[src/rtl/mips_pkg.sv]
// Shared MIPS pipeline constants used by the fetch, IF/ID and decode stages.
package mips_pkg;
  localparam int WORD_W = 32;
  localparam logic [WORD_W-1:0] NOP_INSTR = 32'h0000_0000;  // sll $0,$0,0
endpackage

[src/rtl/if_id_buffer_wrap_ptr.sv]
// Modulo-2^W pointer with a synchronous clear and an increment.
// The clear wins over the increment.
module wrap_ptr #(
  parameter int W = 1
) (
  input  logic         clk,
  input  logic         rst_n,
  input  logic         inc,
  input  logic         clr,
  output logic [W-1:0] ptr
);
  logic [W-1:0] ptr_reg;

  always_ff @(posedge clk or negedge rst_n) begin
    if (!rst_n) begin
      ptr_reg <= '0;
    end else if (clr) begin
      ptr_reg <= '0;
    end else if (inc) begin
      ptr_reg <= ptr_reg + W'(1);
    end
  end

  assign ptr = ptr_reg;
endmodule

[src/rtl/if_id_buffer.sv]
// IF/ID decoupling FIFO between fetch and decode; flush drops all held entries.
// Optional macro IF_ID_BYPASS_EN adds a zero-latency path from fetch to decode when empty.
module if_id_buffer
  import mips_pkg::*;
#(
  parameter int DATA_W = WORD_W,
  parameter int DEPTH  = 2
) (
  input  logic              clk,
  input  logic              rst_n,
  input  logic [DATA_W-1:0] instr_f,
  input  logic [DATA_W-1:0] pc_plus_4_f,
  input  logic              valid_f,
  output logic              ready_f,
  input  logic              stall_d,
  input  logic              flush_d,
  output logic [DATA_W-1:0] instr_d,
  output logic [DATA_W-1:0] pc_plus_4_d,
  output logic              valid_d
);
  localparam int PTR_W = $clog2(DEPTH);
  localparam int CNT_W = $clog2(DEPTH) + 1;

  logic [PTR_W-1:0]  wr_ptr;
  logic [PTR_W-1:0]  rd_ptr;
  logic [CNT_W-1:0]  count_reg;
  logic [CNT_W-1:0]  count_next;
  logic [DATA_W-1:0] instr_rd [DEPTH];
  logic [DATA_W-1:0] pc_rd    [DEPTH];
  logic              empty;
  logic              bypass;
  logic              bypass_take;
  logic              push;
  logic              pop;

  assign empty   = (count_reg == '0);
  assign ready_f = (count_reg != CNT_W'(DEPTH));

`ifdef IF_ID_BYPASS_EN
  // An entry offered while empty is shown to decode at once; it is only stored if decode holds.
  assign bypass      = empty & valid_f;
  assign bypass_take = bypass & ~stall_d & ~flush_d;
`else
  assign bypass      = 1'b0;
  assign bypass_take = 1'b0;
`endif

  assign push = valid_f & ready_f & ~flush_d & ~bypass_take;
  assign pop  = ~empty & ~stall_d & ~flush_d;

  wrap_ptr #(.W(PTR_W)) u_wr_ptr (
    .clk   (clk),
    .rst_n (rst_n),
    .inc   (push),
    .clr   (flush_d),
    .ptr   (wr_ptr)
  );

  wrap_ptr #(.W(PTR_W)) u_rd_ptr (
    .clk   (clk),
    .rst_n (rst_n),
    .inc   (pop),
    .clr   (flush_d),
    .ptr   (rd_ptr)
  );

  // Storage is deliberately left unreset; valid_d masks stale contents.
  genvar gi;
  generate
    for (gi = 0; gi < DEPTH; gi++) begin : g_entry
      logic [DATA_W-1:0] instr_reg;
      logic [DATA_W-1:0] pc_reg;

      always_ff @(posedge clk) begin
        if (push && (wr_ptr == PTR_W'(gi))) begin
          instr_reg <= instr_f;
          pc_reg    <= pc_plus_4_f;
        end
      end

      assign instr_rd[gi] = instr_reg;
      assign pc_rd[gi]    = pc_reg;
    end
  endgenerate

  always_comb begin
    count_next = count_reg;
    if (flush_d) begin
      count_next = '0;
    end else if (push && !pop) begin
      count_next = count_reg + CNT_W'(1);
    end else if (pop && !push) begin
      count_next = count_reg - CNT_W'(1);
    end
  end

  always_ff @(posedge clk or negedge rst_n) begin
    if (!rst_n) begin
      count_reg <= '0;
    end else begin
      count_reg <= count_next;
    end
  end

  always_comb begin
    valid_d     = ~empty | bypass;
    instr_d     = DATA_W'(NOP_INSTR);
    pc_plus_4_d = '0;
    if (!empty) begin
      instr_d     = instr_rd[rd_ptr];
      pc_plus_4_d = pc_rd[rd_ptr];
    end else if (bypass) begin
      instr_d     = instr_f;
      pc_plus_4_d = pc_plus_4_f;
    end
  end
endmodule

[config.mk]
export PLATFORM = sky130hd
export DESIGN_NAME = if_id_buffer
export DESIGN_NICKNAME = d
export VERILOG_FILES = /design/src/rtl/mips_pkg.sv /design/src/rtl/if_id_buffer_wrap_ptr.sv /design/src/rtl/if_id_buffer.sv
export SDC_FILE = /design/constraint.sdc
export NUM_CORES = 1
export LEC_CHECK = 0
export ABC_AREA = 1
export BUFFER_PORTS_ARGS = -buffer_cell sky130_fd_sc_hd__buf_4
export CAP_MARGIN = 20
export CORE_MARGIN = 2
export CORE_UTILIZATION = 56
export DETAILED_ROUTE_END_ITERATION = 16
export PLACE_DENSITY = 0.84
export SYNTH_ARGS = -nofsm -noshare
export SYNTH_HDL_FRONTEND = slang
export SYNTH_SLANG_ARGS = --single-unit
export TNS_END_PERCENT = 100
[constraint.sdc]
create_clock -name clk -period 9.5 [get_ports clk]
set_clock_uncertainty 0.2 [all_clocks]
set_input_delay 1.9 -clock clk [delete_from_list [all_inputs] [get_ports clk]]
set_output_delay 1.9 -clock clk [all_outputs]
set_load 0.01 [all_outputs]
Word-level counts from Yosys, hierarchy flattened

Cells that the tools add are included.

Register bits: 132
Input bits: 69
Output and inout port bits: 66
Word-level logic and storage cells: 47

$add $sub $neg: 4
$lt $le $gt $ge: 1
Equality and inequality tests: 1
Muxes and demuxes: 15
Bitwise gates (word level): 9
Reductions and logical operators: 10

Operator list:

| cell                | number |
|---|---|
| $mux 32             | 8 |
| $mux 2              | 3 |
| $and 1x1->1         | 4 |
| $logic_and 1x1->1   | 4 |
| $mux 1              | 4 |
| $not 1->1           | 4 |
| $reduce_bool 2->1   | 2 |
| $reduce_bool 3->1   | 1 |
| $add 1x1->1 const B | 2 |
| $add 2x1->2 const B | 1 |
| $ge 2x2->1 const B  | 1 |
| $logic_not 1->1     | 2 |
| $logic_not 2->1     | 1 |
| $ne 2x2->1 const B  | 1 |
| $not 1->2           | 1 |
| $sub 2x1->2 const B | 1 |

Logic depth before layout (Yosys ltp)

Depth after elaboration: 8
Mapped depth: 9
Mapped depth without buffers: 9

By module

A second synthesis with hierarchy kept.

Cell total of the unflattened synthesis: 389
Area total of the unflattened synthesis: 5,310.1 sq um

By module, submodules not included:

| module       | instances | cells an instance | area each (sq um) | seq. area each (sq um) |
|---|---|---|---|---|
| if_id_buffer | 1         | 377               | 5,222.5           | 3,893.7 |
| wrap_ptr     | 2         | 6                 | 43.8              | 25.0 |

Worst setup path after synthesis

Ideal clock, no wire load.

Kind: input to register
Start: in flush_d
End: reg g_entry[0].instr_reg[0], enable pin
Library setup time: 0.486 ns
Arrival time: 4.795 ns
Required time: 8.814 ns
Slack: 4.019 ns
Cell stages on the path: 3
Buffers on the path: 0
Cell sequence: inv_1 > nand3_2 > nor2_1

Word-level cells in the longest chain between the ends: 3

Ends and longest elaborated chain:

| item                 | RTL line           | RTL |
|---|---|---|
| start, declared      | if_id_buffer.sv:16 | `input logic flush_d,` |
| $not 1->1            | if_id_buffer.sv:48 | `assign push = valid_f & ready_f & ~flush_d & ~bypass_take;` |
| $and 1x1->1          | if_id_buffer.sv:48 |  |
| $logic_and 1x1->1    | if_id_buffer.sv:75 | `if (push && (wr_ptr == PTR_W'(gi))) begin` |
| end signal, assigned | if_id_buffer.sv:76 | `instr_reg <= instr_f;` |
| end, declared        | if_id_buffer.sv:71 | `logic [DATA_W-1:0] instr_reg;` |

Every way passes these cells.
A chain may end at the register's enable or synchronous reset.

Worst setup path in the final report

Start: reg u_rd_ptr.ptr_reg, in the netlist u_rd_ptr.ptr
End: out pc_plus_4_d[18]

Word-level cells in the longest chain between the ends: 5

Ends and longest elaborated chain:

| item                                        | RTL line                    | RTL |
|---|---|---|
| start, declared                             | if_id_buffer_wrap_ptr.sv:12 | `logic [W-1:0] ptr_reg;` |
| start signal, assigned                      | if_id_buffer_wrap_ptr.sv:20 | `ptr_reg <= ptr_reg + W'(1);` |
| $not 1->2 (not written as such)             | if_id_buffer.sv:111         | `pc_plus_4_d = pc_rd[rd_ptr];` |
| $mux 32 (not written as such) (3 in series) | if_id_buffer.sv:111         |  |
| $mux 32                                     | if_id_buffer.sv:109         | `if (!empty) begin` |
| end, declared                               | if_id_buffer.sv:18          | `output logic [DATA_W-1:0] pc_plus_4_d,` |

Every way passes these cells. The select of a mux whose other input is x is not followed.

==> impl_results.md <==
* Worst Max-Slew Pin Slew at 0.815 ns
* Yosys top cell by area: edfxtp_1
* Ant diodes at 0
* Final WL at 10500 um
* Avg Synthesized Cell Area at 13.1 um2
* Setup TNS at 0 ns
* Syn Inst Count at 382
* Clock sinks at 132
* Worst setup startpoint: u_rd_ptr.ptr
* Layout net count at 589
* Synth-to-layout area growth at 33.4%
* Sequential share of power at 0.431
* Final Util at 0.767
* Full die area at 9730 um2
* FILL cells at 530
* Yosys top cell area share at 0.767
* Req. time, crit path at 7.40 ns
* Sequential element share of the synthesized area at 0.787
* DIE WIDTH at 98.6 um
* Grt ovf at 0
* Largest net degree at the start of global routing at 67
* CP Capture Point: pc_plus_4_d[18]
* Post-CTS Resized at 0
* Cells after DPL at 607
* Psw at 449 uW
* First-pass GRT wire length at 16300 um
* R2R Path Start: count_reg[0]
* Max Cap Viol at 0
* Period utilization at 0.469
* DR vias at 3357
* CP Launch Type: flip-flop
* CTS H-tree lvls at 4
* Initial DRC count at 160
* Clk_lat worst skew at 0.50 ns
* Core area at 8720 um2
* CP Class: flip-flop to primary output
* Postcts setup bufs at 0
* Commonest cells in the synthesized netlist: nand2_1 (143), edfxtp_1 (128), a21oi_1 (66)
* Worst-path clk slew at 0.06 ns
* Max Slew Vio Count at 0
* Yosys warning count at 0
* Leak pwr at 2.65 nW
* Syn Nets at 451
* Clock power share at 0.368
* CP Max Fanout at 54
* Port Buf Inserts at 134
* Final Wtd Congestion at 0.878
* Total track usage at 0.218
* RSZ-0062 raised after global routing: false
* R2R depth at 5
* DR DRC count at 0
* Max VDD drop at 0.000158 V
* Sw Ratio at 0.279
* Endpoints failing hold at 0
* Final setup violation count at 0
* Fraction of layout instances using a drive strength above 1 at 0.338
* Netlist cell types at 17
* Reg-to-Reg End: g_entry[1].pc_reg[23]
* Count of state elements after synthesis at 132
* Outcome: completed
* Clock Root Buffer: clkbuf_8
* Initial core utilization at 0.575
* Final Critical Period at 4.45 ns
* Dpl hpwl at 6530 um
* Main area contributors after synthesis: edfxtp_1 (77%), nand2_1 (11%), a21oi_1 (6.6%), dfrtp_1 (2.0%), buf_2 (1.8%)
* CTS Hold Bufs at 0
* Internal power at 1.16 mW
* DR vias/cell at 5.24
* Async SR Flop Fraction at 0.0303
* Power Density at 241 nW/um2
* Vias in the first global route at 3352
* Initial antenna violation count at 0
* WP data arrival at 2.35 ns
* Comb pwr share at 0.201
* Routed Antenna Nets at 0
* First-pass iteration count of the detailed router at 4
* Final non-filler cell total at 641
* Ports at 135
* Post-synth EDFFs at 128
* Chip height at 98.6 um
* Post-synthesis instance area at 5010 um2
* WL/cell at 16.4 um
* Reg-to-reg slack, setup at 6.92 ns
* Total CTS buffers at 17
* Synth Flop Type: edfxtp_1
* F_max at 225 MHz
* CP endpoint kind: primary output
* CTS tree: built
* Most frequent cell after synthesis: nand2_1
* Relative slew slack at 0.455
* Num rows at 34
* Clk buf depth at 2
* Hold WC Path Type: flip-flop to flip-flop
[worst max-delay path, cell delays in order, from the launching register on]
cell	delay [ns]
dfrtp_2	0.50
buf_12	0.22
inv_2	0.35
buf_12	0.28
nand2_1	0.08
a21oi_1	0.20
buf_4	0.16
[per-layer routing]
| layer | up-vias | routed length [um] | global-route usage |
|---|---|---|---|
| li1 | 1612 | - | - |
| met1 | 1615 | 4300 | 0.275 |
| met4 | 0 | 154 | 0.0875 |
| met3 | 13 | 589 | 0.0532 |
| met2 | 117 | 5480 | 0.368 |
| met5 | - | 0 | 0 |
[cells in the final DEF (no fill, tap or decap), types with 2 or more instances in the layout]
cell type / instances
clkbuf_16: 16
clkinv_1: 2
clkinv_4: 2
buf_12: 2
inv_6: 3
a21oi_1: 66
clkinvlp_4: 7
inv_2: 2
nor2_4: 3
edfxtp_1: 128
inv_1: 5
nand2_2: 3
nor2_1: 2
nand2_1: 143
dfrtp_1: 3
buf_4: 137
[logic make-up after synthesis]
kind of cell	count (synthesis)	share of synthesized area
flops	132	0.787
compound gates	69	0.0699
simple gates	153	0.118
buf+inv	28	0.0255
[worst min-delay path by stage]
stage                             from           end  slack [ns]  cells after the start
final                     u_wr_ptr.ptr  u_wr_ptr.ptr        0.36                      1
after global routing      u_wr_ptr.ptr  u_wr_ptr.ptr        0.37                      1
after CTS                 u_wr_ptr.ptr  u_wr_ptr.ptr        0.36                      1
after detailed placement  u_wr_ptr.ptr  u_wr_ptr.ptr        0.35                      1
after global placement    u_wr_ptr.ptr  u_wr_ptr.ptr        0.34                      1
after floorplan           u_wr_ptr.ptr  u_wr_ptr.ptr        0.26                      1
[cell type report]
cell class / count / area, um2 / share of cell area
Multi-Input combinational cell: 222 / 962 / 0.144
Clock buffer: 18 / 418 / 0.0625
Sequential cell: 132 / 3950 / 0.590
Inverter: 8 / 30.0 / 0.00449
Clock inverter: 14 / 130 / 0.0195
Tap cell: 108 / 135 / 0.0202
Timing Repair Buffer: 139 / 1070 / 0.160
[per-stage QoR]
| step | setup WS [ns] | hold slack (ns) | power [mW] | instance area (um2) |
|---|---|---|---|---|
| after floorplan | 4.02 | 0.258 | 0.869 | 5010 |
| after global placement | 4.90 | 0.336 | 1.02 | 6100 |
| after detailed placement | 4.87 | 0.350 | 1.03 | 6100 |
| after CTS | 4.30 | 0.360 | 1.62 | 6650 |
| after global routing | 4.89 | 0.374 | 1.68 | 6690 |
| final | 5.05 | 0.360 | 1.61 | 6690 |
[power by group through the flow]
stage,registers (mW),logic [mW],clock network [mW]
finish,0.694,0.324,0.592
global route,0.697,0.355,0.624
CTS,0.706,0.311,0.600
detailed placement,0.718,0.310,0
global placement,0.716,0.303,0
floorplan,0.702,0.167,0
No activity file was read; power rests on OpenSTA's default activity.
